File: src/rtl/accum_sequencer.sv
// Multi-operand accumulator controller: feeds an external adder with the running total
// and the incoming operand, registers its sum, and presents the final total with a sticky overflow.
module accum_sequencer #(
  parameter int WIDTH = 5,
  parameter int CNT_W = 3
) (
  input  logic             clk,
  input  logic             rst,
  input  logic             start,
  input  logic [CNT_W-1:0] num_ops,
  input  logic [WIDTH-1:0] in_data,
  input  logic             in_valid,
  output logic             in_ready,
  output logic [WIDTH-1:0] add_a,
  output logic [WIDTH-1:0] add_b,
  output logic             add_cin,
  input  logic [WIDTH-1:0] add_sum,
  input  logic             add_cout,
  output logic [WIDTH-1:0] result,
  output logic             overflow,
  output logic             out_valid,
  input  logic             out_ready,
  output logic             busy
);

  typedef enum logic [1:0] {
    IDLE = 2'd0,
    RUN  = 2'd1,
    DONE = 2'd2
  } state_t;

  state_t           state;
  logic [WIDTH-1:0] acc;
  logic [CNT_W-1:0] cnt;
  logic [CNT_W-1:0] ops_l;
  logic             ovf;
  logic             transfer;

  assign transfer = in_valid & in_ready;

  always_ff @(posedge clk or posedge rst) begin
    if (rst) begin
      state <= IDLE;
      acc   <= '0;
      cnt   <= '0;
      ops_l <= '0;
      ovf   <= 1'b0;
    end else begin
      case (state)
        IDLE: begin
          if (start) begin
            acc <= '0;
            ovf <= 1'b0;
            if (num_ops != '0) begin
              cnt   <= '0;
              ops_l <= num_ops;
              state <= RUN;
            end else begin
              // An empty run still produces a (zero) result handshake.
              state <= DONE;
            end
          end
        end
        RUN: begin
          if (transfer) begin
            acc <= add_sum;
            ovf <= ovf | add_cout;
            cnt <= cnt + CNT_W'(1);
            if (cnt == ops_l - CNT_W'(1)) begin
              state <= DONE;
            end
          end
        end
        DONE: begin
          if (out_ready) begin
            state <= IDLE;
          end
        end
        default: state <= IDLE;
      endcase
    end
  end

  // All outputs decode straight from registers; only add_b is a pass-through.
  assign in_ready  = (state == RUN);
  assign out_valid = (state == DONE);
  assign busy      = (state == RUN) || (state == DONE);
  assign result    = acc;
  assign overflow  = ovf;
  assign add_a     = acc;
  assign add_b     = in_data;
  assign add_cin   = 1'b0;

endmodule
File: config.mk
export PLATFORM = sky130hd
export DESIGN_NAME = accum_sequencer
export DESIGN_NICKNAME = d
export VERILOG_FILES = /design/src/rtl/accum_sequencer.sv
export SDC_FILE = /design/constraint.sdc
export NUM_CORES = 1
export LEC_CHECK = 0
export ABC_CLOCK_PERIOD_IN_PS = 1900
export BUFFER_PORTS_ARGS = -buffer_cell sky130_fd_sc_hd__clkbuf_2
export CAP_MARGIN = 20
export CORE_UTILIZATION = 46
export CTS_CLUSTER_DIAMETER = 60
export DETAILED_ROUTE_END_ITERATION = 10
export PLACE_DENSITY = 0.86
export SYNTH_ARGS = -nofsm -noshare
export SYNTH_HDL_FRONTEND = slang
export SYNTH_SLANG_ARGS = --single-unit
File: constraint.sdc
create_clock -name clk -period 1.9 [get_ports clk]
set_input_delay 0.095 -clock clk [delete_from_list [all_inputs] [get_ports clk]]
set_output_delay 0.095 -clock clk [all_outputs]
set_load 0.03 [all_outputs]
==> results of run 1 <==
[flip-flops by register name (all words and copies together) (netlist names)]
register  cells
state         2
add_a         5
cnt           3
overflow      1
ops_l         3
[routing by layer]
layer  up-vias  part of all wire (%)  wire (um)
li1        375                     -          -
met5         -                     0          0
met3         5                   5.4        100
met2        33                    47        877
met1       379                    45        841
met4         0                   1.7         31
[power by group through the flow]
stage | combinational (mW) | sequential [mW] | clock (mW)
finish | 1.11 | 0.524 | 0.162
global route | 1.21 | 0.548 | 0.175
detailed placement | 1.11 | 0.532 | 0
floorplan | 0.837 | 0.619 | 0
CTS | 1.12 | 0.527 | 0.163
global placement | 1.08 | 0.521 | 0
[cells in the mapped netlist (all sizes together) (2+ instances only)]
| cell type | n | area share [%] |
|---|---|---|
| nand3 | 2 | 1.1 |
| a31oi | 6 | 4.1 |
| nand2b | 3 | 2.1 |
| nor2 | 3 | 1.2 |
| xnor2 | 2 | 1.9 |
| a21oi | 2 | 1.1 |
| nor2b | 6 | 4.1 |
| o21ai | 8 | 4.4 |
| ha | 5 | 6.9 |
| inv | 6 | 2.5 |
| nand2 | 15 | 6.2 |
| buf | 13 | 10 |
| dfrtp | 14 | 38 |
[path summary, 6_finish.rpt]
kind                          start  cells after the start        to  slack (ps)
max                        state[0]                      5    cnt[2]         210
min                        add_cout                      3  overflow          90
max reg2reg                state[0]                      5    cnt[2]         210
min reg2reg                ops_l[2]                      1  ops_l[2]         540
max in group asynchronous       rst                      3  ops_l[1]        1150
min in group asynchronous       rst                      3  add_a[2]         390
[layout make-up]
class | instances | area [um2]
Sequential cell | 14 | 350
Timing Repair Buffer | 29 | 153
Inverter | 6 | 22.5
Fill cell | 167 | 761
Multi-Input combinational cell | 67 | 443
Tap cell | 25 | 31.3
Clock buffer | 3 | 22.5
[stage by stage]
stage	total power [mW]	utilization [%]	cells	instance area, um2
final	1.80	57.3	144	1020
after floorplan	1.46	-	101	912
after CTS	1.81	57.3	144	1020
after detailed placement	1.65	55.5	140	990
after global placement	1.60	55.5	140	990
after global routing	1.94	57.3	144	1020
[logic make-up after synthesis]
logic type / share of synthesized area (%)
multiplexers: 2.33
adder cells (fa/ha/maj): 6.86
XOR/XNOR: 4.53
flip-flops: 38.4
AND/OR/NAND/NOR: 18.5
other: 0.411
AO/OA/AOI/OAI: 15.9
buffers and inverters: 13.0
[worst max-delay path, stage by stage, from the launching register on]
cell,delay [ps]
dfrtp_1,390
inv_1,100
ha_1,340
o311a_1,330
nor2_1,110
a211o_1,300
==> impl_metrics.csv, run 1 <==
group,metric,value,unit
floorplan,die_y,46.5,um
final_layout,final_common_cell,"clkbuf_2",
synthesis,ys.warnings.count,0,
synthesis,yosysSeqAreaShare,38.4,%
floorplan,ios,39,
final_layout,diodes,0,
grt,grt_use_total,19.9,%
floorplan,rows,15,
power_and_ir_drop,p_sw,0.904,mW
sta,tns,0,ps
hold_path,hold_path.class,"input pin to flop",
floorplan,core,1780,um2
grt,grt_overflow,0,
floorplan,start_util,51.2,%
synthesis,synthesis.nets,125,
power_and_ir_drop,p_leak,0.516,nW
sta,min_period,1690,ps
final_layout,syn_to_final_growth,12.1,%
synthesis,synth_seq_cells,14,
routing,first_iter_violations,30,
sta,slew_viol_final,0,
synthesis,synth_cell_type_count,30,
power_and_ir_drop,swShare,50.3,%
routing,wl_per_cell,12.8,um
grt,grt_util_met1,22.9,%
cts,cts.sinks,14,
critical_path,crit_type,"flop to flop",
cts,ctsHtreeMaxLevel,1,
floorplan,die-area,2170,um2
grt,grt_pass1_wl,3.02,mm
sta,period_share,89.0,%
sta,hold_ws,94.4,ps
placement,hpwlAfterDp,1.45,mm
critical_path,required,2060,ps
routing,ant_nets,0,
routing,vias,792,
sta,setup-violations-final,0,
cts,insertion_delay,270,ps
power_and_ir_drop,power.density,1760,nW/um2
cts,cts_resized,0,
grt,grt_use_met2,35.8,%
routing,wl,1.85,mm
status,status,"finished, final reports clean",
final_layout,nets,145,
sta,finalHoldViolCount,0,
critical_path,end_kind,"flop",
placement,dpl_worst_slack,249,ps
synthesis,avgSynthCellArea,9.03,um2
grt,top_usage_layer,"met2",
routing,drtPass1Iterations,4,
cts,cts_root_buffer,"clkbuf_4",
power_and_ir_drop,power.internal,0.892,mW
synthesis,netlist_area,912,um2
final_layout,final_cell_mix,"clkbuf_2 (27), nand2_1 (15), dfrtp_1 (14), o21ai_0 (8)",
synthesis,ys.flop_type,"dfrtp_1",
cts,cts_hold_buf,1,
cts,clk_path_buf_depth,2,
placement,portBuffers,27,
power_and_ir_drop,comb_power_share,61.8,%
power_and_ir_drop,power_frac_clock,9.0,%
cts,postCtsSetupBuffers,0,
grt,grt_max_degree,17,
cts,clk_pin_slew_worst_paths,80,ps
power_and_ir_drop,ir_worst_vdd,1.41,mV
critical_path,worstPathMaxFanout,10,
cts,numCtsBuffers,3,
sta,rsz0062_at_grt,"no",
sta,setup_ws,209,ps
final_layout,drive_gt1_share,27.7,%
grt,grt_pass1_vias,710,
power_and_ir_drop,seqPwrFrac,29.2,%
sta,worst_slew_pin_slew,528,ps
run,maxCapViolCount,0,
sta,fmax,591,MHz
cts,cts_tree,"built",
synthesis,synth_cells,101,
routing,viasPerCell,5.50,
grt,grt_util_met3,2.35,%
floorplan,die_w,46.5,um
sta,slew_headroom,64.5,%
critical_path,cp.arrival,1850,ps
sta,fin_skew,6.39,ps
grt,antenna_found_initial,0,
critical_path,cp-start-kind,"flop",
synthesis,async_reset_ff_share,100,%
routing,drc,0,
placement,gp_congestion,0.798,
synthesis,synth_edf_count,0,
No activity file was read; power rests on OpenSTA's default activity.
==> inputs of run 2 (changes only) <==
==> config.mk (replaced) <==
export PLATFORM = sky130hd
export DESIGN_NAME = accum_sequencer
export DESIGN_NICKNAME = d
export VERILOG_FILES = /design/src/rtl/accum_sequencer.sv
export SDC_FILE = /design/constraint.sdc
export NUM_CORES = 1
export LEC_CHECK = 0
export ABC_CLOCK_PERIOD_IN_PS = 1500
export BUFFER_PORTS_ARGS = -buffer_cell sky130_fd_sc_hd__clkbuf_2
export CAP_MARGIN = 20
export CORE_MARGIN = 3
export CORE_UTILIZATION = 42
export CTS_CLUSTER_DIAMETER = 60
export DETAILED_ROUTE_END_ITERATION = 10
export PLACE_DENSITY = 0.83
export SYNTH_ARGS = -nofsm -noshare
export SYNTH_HDL_FRONTEND = slang
export SYNTH_SLANG_ARGS = --single-unit
==> constraint.sdc (replaced) <==
create_clock -name clk -period 1.5 [get_ports clk]
set_input_delay 0.075 -clock clk [delete_from_list [all_inputs] [get_ports clk]]
set_output_delay 0.075 -clock clk [all_outputs]
set_load 0.03 [all_outputs]
==> run 2 against run 1 <==
Compared with the run above: the flow now finishes with violations (setup timing); global-route usage down 4.0 points; flip-flop and latch count unchanged; setup slack worse by 340 ps; core utilization up 4.1 points.
==> impl_metrics.csv, run 2 (same netlist as run 1, synthesis figures left out) <==
group,metric,value,unit
status,status,"complete, but fails checks",
status,violations,"setup timing",
power_and_ir_drop,comb_power_share,67.7,%
power_and_ir_drop,swShare,46.8,%
grt,grt_pass1_vias,721,
cts,ctsHtreeMaxLevel,1,
routing,drc,0,
critical_path,max_stage_delay,400,ps
placement,portBuffers,27,
final_layout,nets,158,
grt,grt_overflow,0,
final_layout,drive_gt1_share,42.9,%
critical_path,slowest_stage,"dfrtp_1",
sta,rsz0062_at_grt,"yes",
critical_path,required,1700,ps
final_layout,finalNonFillerCells,160,
sta,tns,-173,ps
grt,grt_use_total,15.9,%
final_layout,syn_to_final_growth,34.8,%
placement,dp_cells,153,
cts,clk_path_buf_depth,2,
cts,clk_pin_slew_worst_paths,90,ps
routing,wl,2.14,mm
floorplan,start_util,45.6,%
power_and_ir_drop,ir_worst_vdd,1.26,mV
routing,wl_per_cell,13.4,um
power_and_ir_drop,seqPwrFrac,23.0,%
placement,dpl_worst_slack,-83.7,ps
sta,finalHoldViolCount,0,
cts,numCtsBuffers,3,
cts,cts.sinks,14,
final_layout,largest_reg_flops,5,
sta,slew_viol_final,0,
sta,setup-violations-final,2,
floorplan,die-area,2770,um2
cts,cts_tree,"built",
floorplan,rows,16,
routing,ant_nets,0,
sta,min_period,1630,ps
placement,gp_congestion,0.731,
hold_path,hold_path.class,"input pin to flop",
power_and_ir_drop,power.internal,1.58,mW
run,maxCapViolCount,0,
routing,viasPerCell,5.08,
critical_path,end_kind,"flop",
floorplan,die_w,52.6,um
cts,cts_root_buffer,"clkbuf_4",
critical_path,crit_type,"flop to flop",
grt,antenna_found_initial,0,
sta,setup_ws,-129,ps
power_and_ir_drop,p_sw,1.39,mW
critical_path,crit_path_cell_trace,"inv_2, ha_4, xnor2_4, o31ai_4, o2111ai_2, mux2i_1",
final_layout,diodes,0,
final_layout,final_common_cell,"clkbuf_2",
power_and_ir_drop,power.density,2410,nW/um2
power_and_ir_drop,p_total,2.97,mW
sta,worst_slew_pin_slew,533,ps
final_layout,final_cell_mix,"clkbuf_2 (26), nand2_1 (15), dfrtp_1 (14), buf_4 (13), o21ai_0 (7)",
critical_path,cp.arrival,1830,ps
routing,first_iter_violations,12,
grt,grt_pass1_wl,3.17,mm
critical_path,cp-start-kind,"flop",
sta,fmax,614,MHz
placement,hpwlAfterDp,1.57,mm
floorplan,core,2000,um2
power_and_ir_drop,p_leak,0.597,nW
routing,vias,813,
routing,drtPass1Iterations,4,
sta,slew_headroom,64.4,%
grt,grt_max_degree,17,
floorplan,die_y,52.6,um
sta,fin_skew,4.81,ps
cts,insertion_delay,290,ps
sta,period_share,109,%
critical_path,worstPathMaxFanout,2,
final_layout,fillCellCount,184,
power_and_ir_drop,power_frac_clock,9.3,%
floorplan,ios,39,
run 2: path summary, 6_finish.rpt:
path	startpoint	to	slack [ps]	cells past startpoint
worst min-delay path	num_ops[1]	ops_l[1]	50	3
min in group asynchronous	rst	add_a[3]	350	3
worst max register to register	ops_l[0]	state[0]	-130	6
worst max-delay path	ops_l[0]	state[0]	-130	6
max in group asynchronous	rst	cnt[1]	800	3
worst min register to register	add_a[4]	add_a[4]	540	2
run 2: area by class of cell:
type | instances | area, um2 | share of cell area, %
flip-flops and latches | 14 | 350 | 28.5
inverters | 6 | 22.5 | 1.83
clock buffers | 4 | 36.3 | 2.95
repair buffers | 42 | 263 | 21.4
well taps | 27 | 33.8 | 2.75
multi-input cells | 67 | 524 | 42.6
run 2: power groups by stage:
stage / Combinational (mW) / Sequential, mW / Clock (mW)
final: 2.01 / 0.682 / 0.277
after CTS: 1.68 / 0.668 / 0.288
after detailed placement: 1.63 / 0.672 / 0
after global placement: 1.58 / 0.655 / 0
after floorplan: 1.07 / 0.785 / 0
after global routing: 2.16 / 0.696 / 0.308
run 2: timing repair:
item,CTS,global route
setup buffers,0,2
pin swaps,3,4
endpoints found under the setup margin,9,13
resized for setup,4,14
hold buffers,1,0
hold endpoints to repair,14,0
run 2: critical path, delay by kind of cell (launching register included):
kind | cells | cell delay (ps)
adders and majority gates | 1 | 220
muxes | 1 | 220
AOI/OAI and AO/OA | 2 | 480
buffers and inverters | 1 | 90
xor gates and xnor gates | 1 | 130
DFF | 1 | 400
run 2: routing by layer:
| metal | vias to the layer above | global-route usage, % | wire [um] |
|---|---|---|---|
| li1 | 402 | - | - |
| met3 | 6 | 6.27 | 180 |
| met4 | 0 | 2.55 | 33 |
| met2 | 38 | 27.9 | 1040 |
| met5 | - | 0 | 0 |
| met1 | 367 | 18.3 | 890 |
run 2: stage by stage:
| stage | utilization, % | instance area (um2) | hold slack, ps |
|---|---|---|---|
| global route | 61.4 | 1230 | 84.1 |
| CTS | 56.9 | 1140 | 47.3 |
| floorplan | - | 915 | -35.8 |
| finish | 61.4 | 1230 | 50.7 |
| global placement | 53.8 | 1080 | 124 |
| detailed placement | 53.8 | 1080 | 129 |
==> inputs of run 3 (changes only) <==
--- a/config.mk
+++ b/config.mk
@@ -5,14 +5,15 @@
 export SDC_FILE = /design/constraint.sdc
 export NUM_CORES = 1
 export LEC_CHECK = 0
+export ABC_AREA = 1
 export ABC_CLOCK_PERIOD_IN_PS = 1500
 export BUFFER_PORTS_ARGS = -buffer_cell sky130_fd_sc_hd__clkbuf_2
 export CAP_MARGIN = 20
 export CORE_MARGIN = 3
-export CORE_UTILIZATION = 42
+export CORE_UTILIZATION = 41
 export CTS_CLUSTER_DIAMETER = 60
 export DETAILED_ROUTE_END_ITERATION = 10
-export PLACE_DENSITY = 0.83
+export PLACE_DENSITY = 0.81
 export SYNTH_ARGS = -nofsm -noshare
 export SYNTH_HDL_FRONTEND = slang
 export SYNTH_SLANG_ARGS = --single-unit
==> run 3 against run 2 <==
Compared with the run above: sequential share of layout area up 3.1 points; sequential power down 9.7%; critical endpoint is now in_ready; maximum frequency up 13%; register-to-register slack better by 200 ps; worst hold slack worse by 25 ps; the flow now finishes without violations; total power down 16%; clock skew down 4.1 ps; wire length down 16%; non-clock buffer count down 10; synthesized cell count up 11%; area after synthesis up 0.27%.
==> impl_metrics.csv, run 3 <==
group,metric,value,unit
final_layout,largest_reg_flops,5,
grt,grt_overflow,0,
critical_path,end_kind,"output pin",
sta,setup-violations-final,0,
placement,post_dp_cell_area,1010,um2
placement,gp_congestion,0.883,
critical_path,required,1420,ps
synthesis,netlist_area,915,um2
critical_path,r2r_slack,70,ps
synthesis,yosysSeqAreaShare,38.3,%
synthesis,synth_top_family_by_area,"simple AND/OR/NAND/NOR gates",
hold_path,worstHoldStart,"add_sum[2]",
routing,drc,0,
final_layout,finalNonFillerCells,163,
grt,grt_use_total,13.5,%
synthesis,muxShareOfSynthArea,0,%
floorplan,die-area,2830,um2
grt,antenna_found_initial,0,
final_layout,stdcell_area,1110,um2
synthesis,ys.warnings.count,0,
critical_path,crit_type,"flop to output pin",
synthesis,synth_cell_type_count,21,
hold_path,hold_end,"add_a[2]",
placement,hpwlAfterDp,1.42,mm
synthesis,synth.top_cell.area_share,38.3,%
sta,worst_slew_pin_slew,520,ps
cts,clk_pin_slew_worst_paths,80,ps
critical_path,cp-start-kind,"flop",
synthesis,synth_compound_area_share,9.71,%
sta,slew_headroom,65.3,%
final_layout,nets,161,
critical_path,r2r_start,"state[1]",
sta,slew_viol_final,0,
synthesis,synthAdderAreaFrac,6.84,%
critical_path,worstRegToRegCells,8,
power_and_ir_drop,ir_worst_vdd,1.13,mV
floorplan,core,2040,um2
placement,dp_cells,156,
power_and_ir_drop,p_leak,0.627,nW
floorplan,rows,16,
critical_path,cp.arrival,1370,ps
floorplan,die_y,53.2,um
routing,first_iter_violations,19,
cts,cts.sinks,14,
cts,insertion_delay,270,ps
sta,period_share,96.3,%
synthesis,async_reset_ff_share,100,%
final_layout,fillCellCount,195,
grt,grt_max_degree,15,
sta,finalHoldViolCount,0,
cts,cts_root_buffer,"clkbuf_4",
synthesis,ys.flop_type,"dfrtp_1",
status,status,"finished, final reports clean",
final_layout,diodes,0,
synthesis,synthSimpleGateAreaFrac,26.3,%
critical_path,slowest_stage,"dfrtp_1",
sta,tns,0,ps
final_layout,final_util,54.4,%
routing,ant_nets,0,
floorplan,start_util,44.8,%
synthesis,synth_area_leader_cell,"dfrtp_1",
placement,dpl_worst_slack,23.0,ps
cts,cts_tree,"built",
routing,viasPerCell,4.58,
floorplan,ios,39,
sta,fin_skew,0.732,ps
synthesis,synth_seq_cells,14,
critical_path,crit_buf_inv,3,
synthesis,avgSynthCellArea,8.17,um2
grt,grt_pass1_wl,2.85,mm
final_layout,syn_to_final_growth,21.3,%
critical_path,cpLargestDelayFamily,"buffers and inverters",
hold_path,hold_path.class,"input pin to flop",
grt,grt_pass1_vias,681,
critical_path,r2r_end,"overflow",
cts,clk_path_buf_depth,2,
synthesis,synth_edf_count,0,
final_layout,register_area,350,um2
routing,wl_per_cell,11.1,um
sta,min_period,1440,ps
synthesis,yosysMostFrequentCell,"nand2_1",
critical_path,worstPathMaxFanout,7,
final_layout,drive_gt1_share,37.5,%
sta,hold_ws,25.8,ps
synthesis,synthesis.nets,136,
critical_path,crit_path_cell_trace,"inv_1, ha_2, buf_4, clkbuf_4",
cts,numCtsBuffers,3,
placement,portBuffers,27,
final_layout,multiInputGateArea,433,um2
cts,ctsHtreeMaxLevel,1,
synthesis,synth_cells,112,
floorplan,die_w,53.2,um
routing,drtPass1Iterations,4,
sta,setup_ws,55.9,ps
run,maxCapViolCount,0,
hold_path,worstHoldPathCells,3,
synthesis,synth_area_leaders,"dfrtp_1 (38%), nand2_1 (12%), buf_4 (9.0%), ha_1 (6.8%), inv_1 (6.6%)",
synthesis,synthTopCellsByCount,"nand2_1 (29), inv_1 (16), dfrtp_1 (14)",
synthesis,synthXorXnorAreaFrac,0.958,%
critical_path,max_stage_delay,410,ps
routing,wl,1.81,mm
power_and_ir_drop,p_total,2.50,mW
sta,fmax,692,MHz
final_layout,final_cell_mix,"nand2_1 (26), clkbuf_2 (26), inv_1 (15), dfrtp_1 (14), nand3_1 (10)",
sta,rsz0062_at_grt,"yes",
routing,vias,746,
power_and_ir_drop,power.density,2250,nW/um2
==> run 3: cells by family (layout without fill, tap and decap cells) <==
group           after synthesis  count (layout)
xor+xnor                      1               1
buf+inv                      29              53
flops                        14              14
fa+ha+maj                     5               5
compound gates               14              14
simple gates                 48              48
other cells                   1               1
==> run 3: area by class of cell <==
cell class	count	share of cell area, %
timing repair buffer	32	17.1
multi-input combinational	69	39.0
tap	27	3.04
inverter	17	5.98
sequential	14	31.6
clock buffer	4	3.27
==> run 3: worst max-delay path by stage <==
stage                  start        to  slack [ps]  depth (start not counted)
finish              state[1]  in_ready          60                          4
global route        ops_l[0]  state[0]         -30                         11
CTS                 state[0]    cnt[0]           2                          9
detailed placement  state[0]    cnt[0]          20                          9
global placement    state[0]  state[1]          90                          8
floorplan           state[1]    cnt[0]          30                          9
==> run 3: where the power goes <==
group / switching, mW / total (mW) / internal [mW]
combinational: 1.00 / 1.62 / 0.615
sequential: 0.0979 / 0.616 / 0.518
clock: 0.115 / 0.263 / 0.147
total: 1.22 / 2.50 / 1.28
==> run 3: repair_timing <==
action / CTS / global route
setup endpoints to repair: 0 / 9
buffers inserted: 0 / 2
gates resized for setup: 0 / 9
hold buffers: 1 / 0
hold endpoints to repair: 14 / 0
==> run 3: worst reg2reg max path: stages (launching register included) <==
cell	delay, ps
dfrtp_1	410
inv_1	90
ha_2	240
nand2_1	110
nand2_4	130
nor2_8	60
buf_12	130
a21oi_1	110
a21oi_1	50
==> run 3: metal layers <==
| layer | routed length (um) | track usage (%) | part of all wire (%) |
|---|---|---|---|
| met1 | 757 | 17.9 | 42 |
| met2 | 922 | 21.4 | 51 |
| met3 | 115 | 3.66 | 6.4 |
| met4 | 10 | 3.83 | 0.55 |
| met5 | 0 | 0 | 0 |
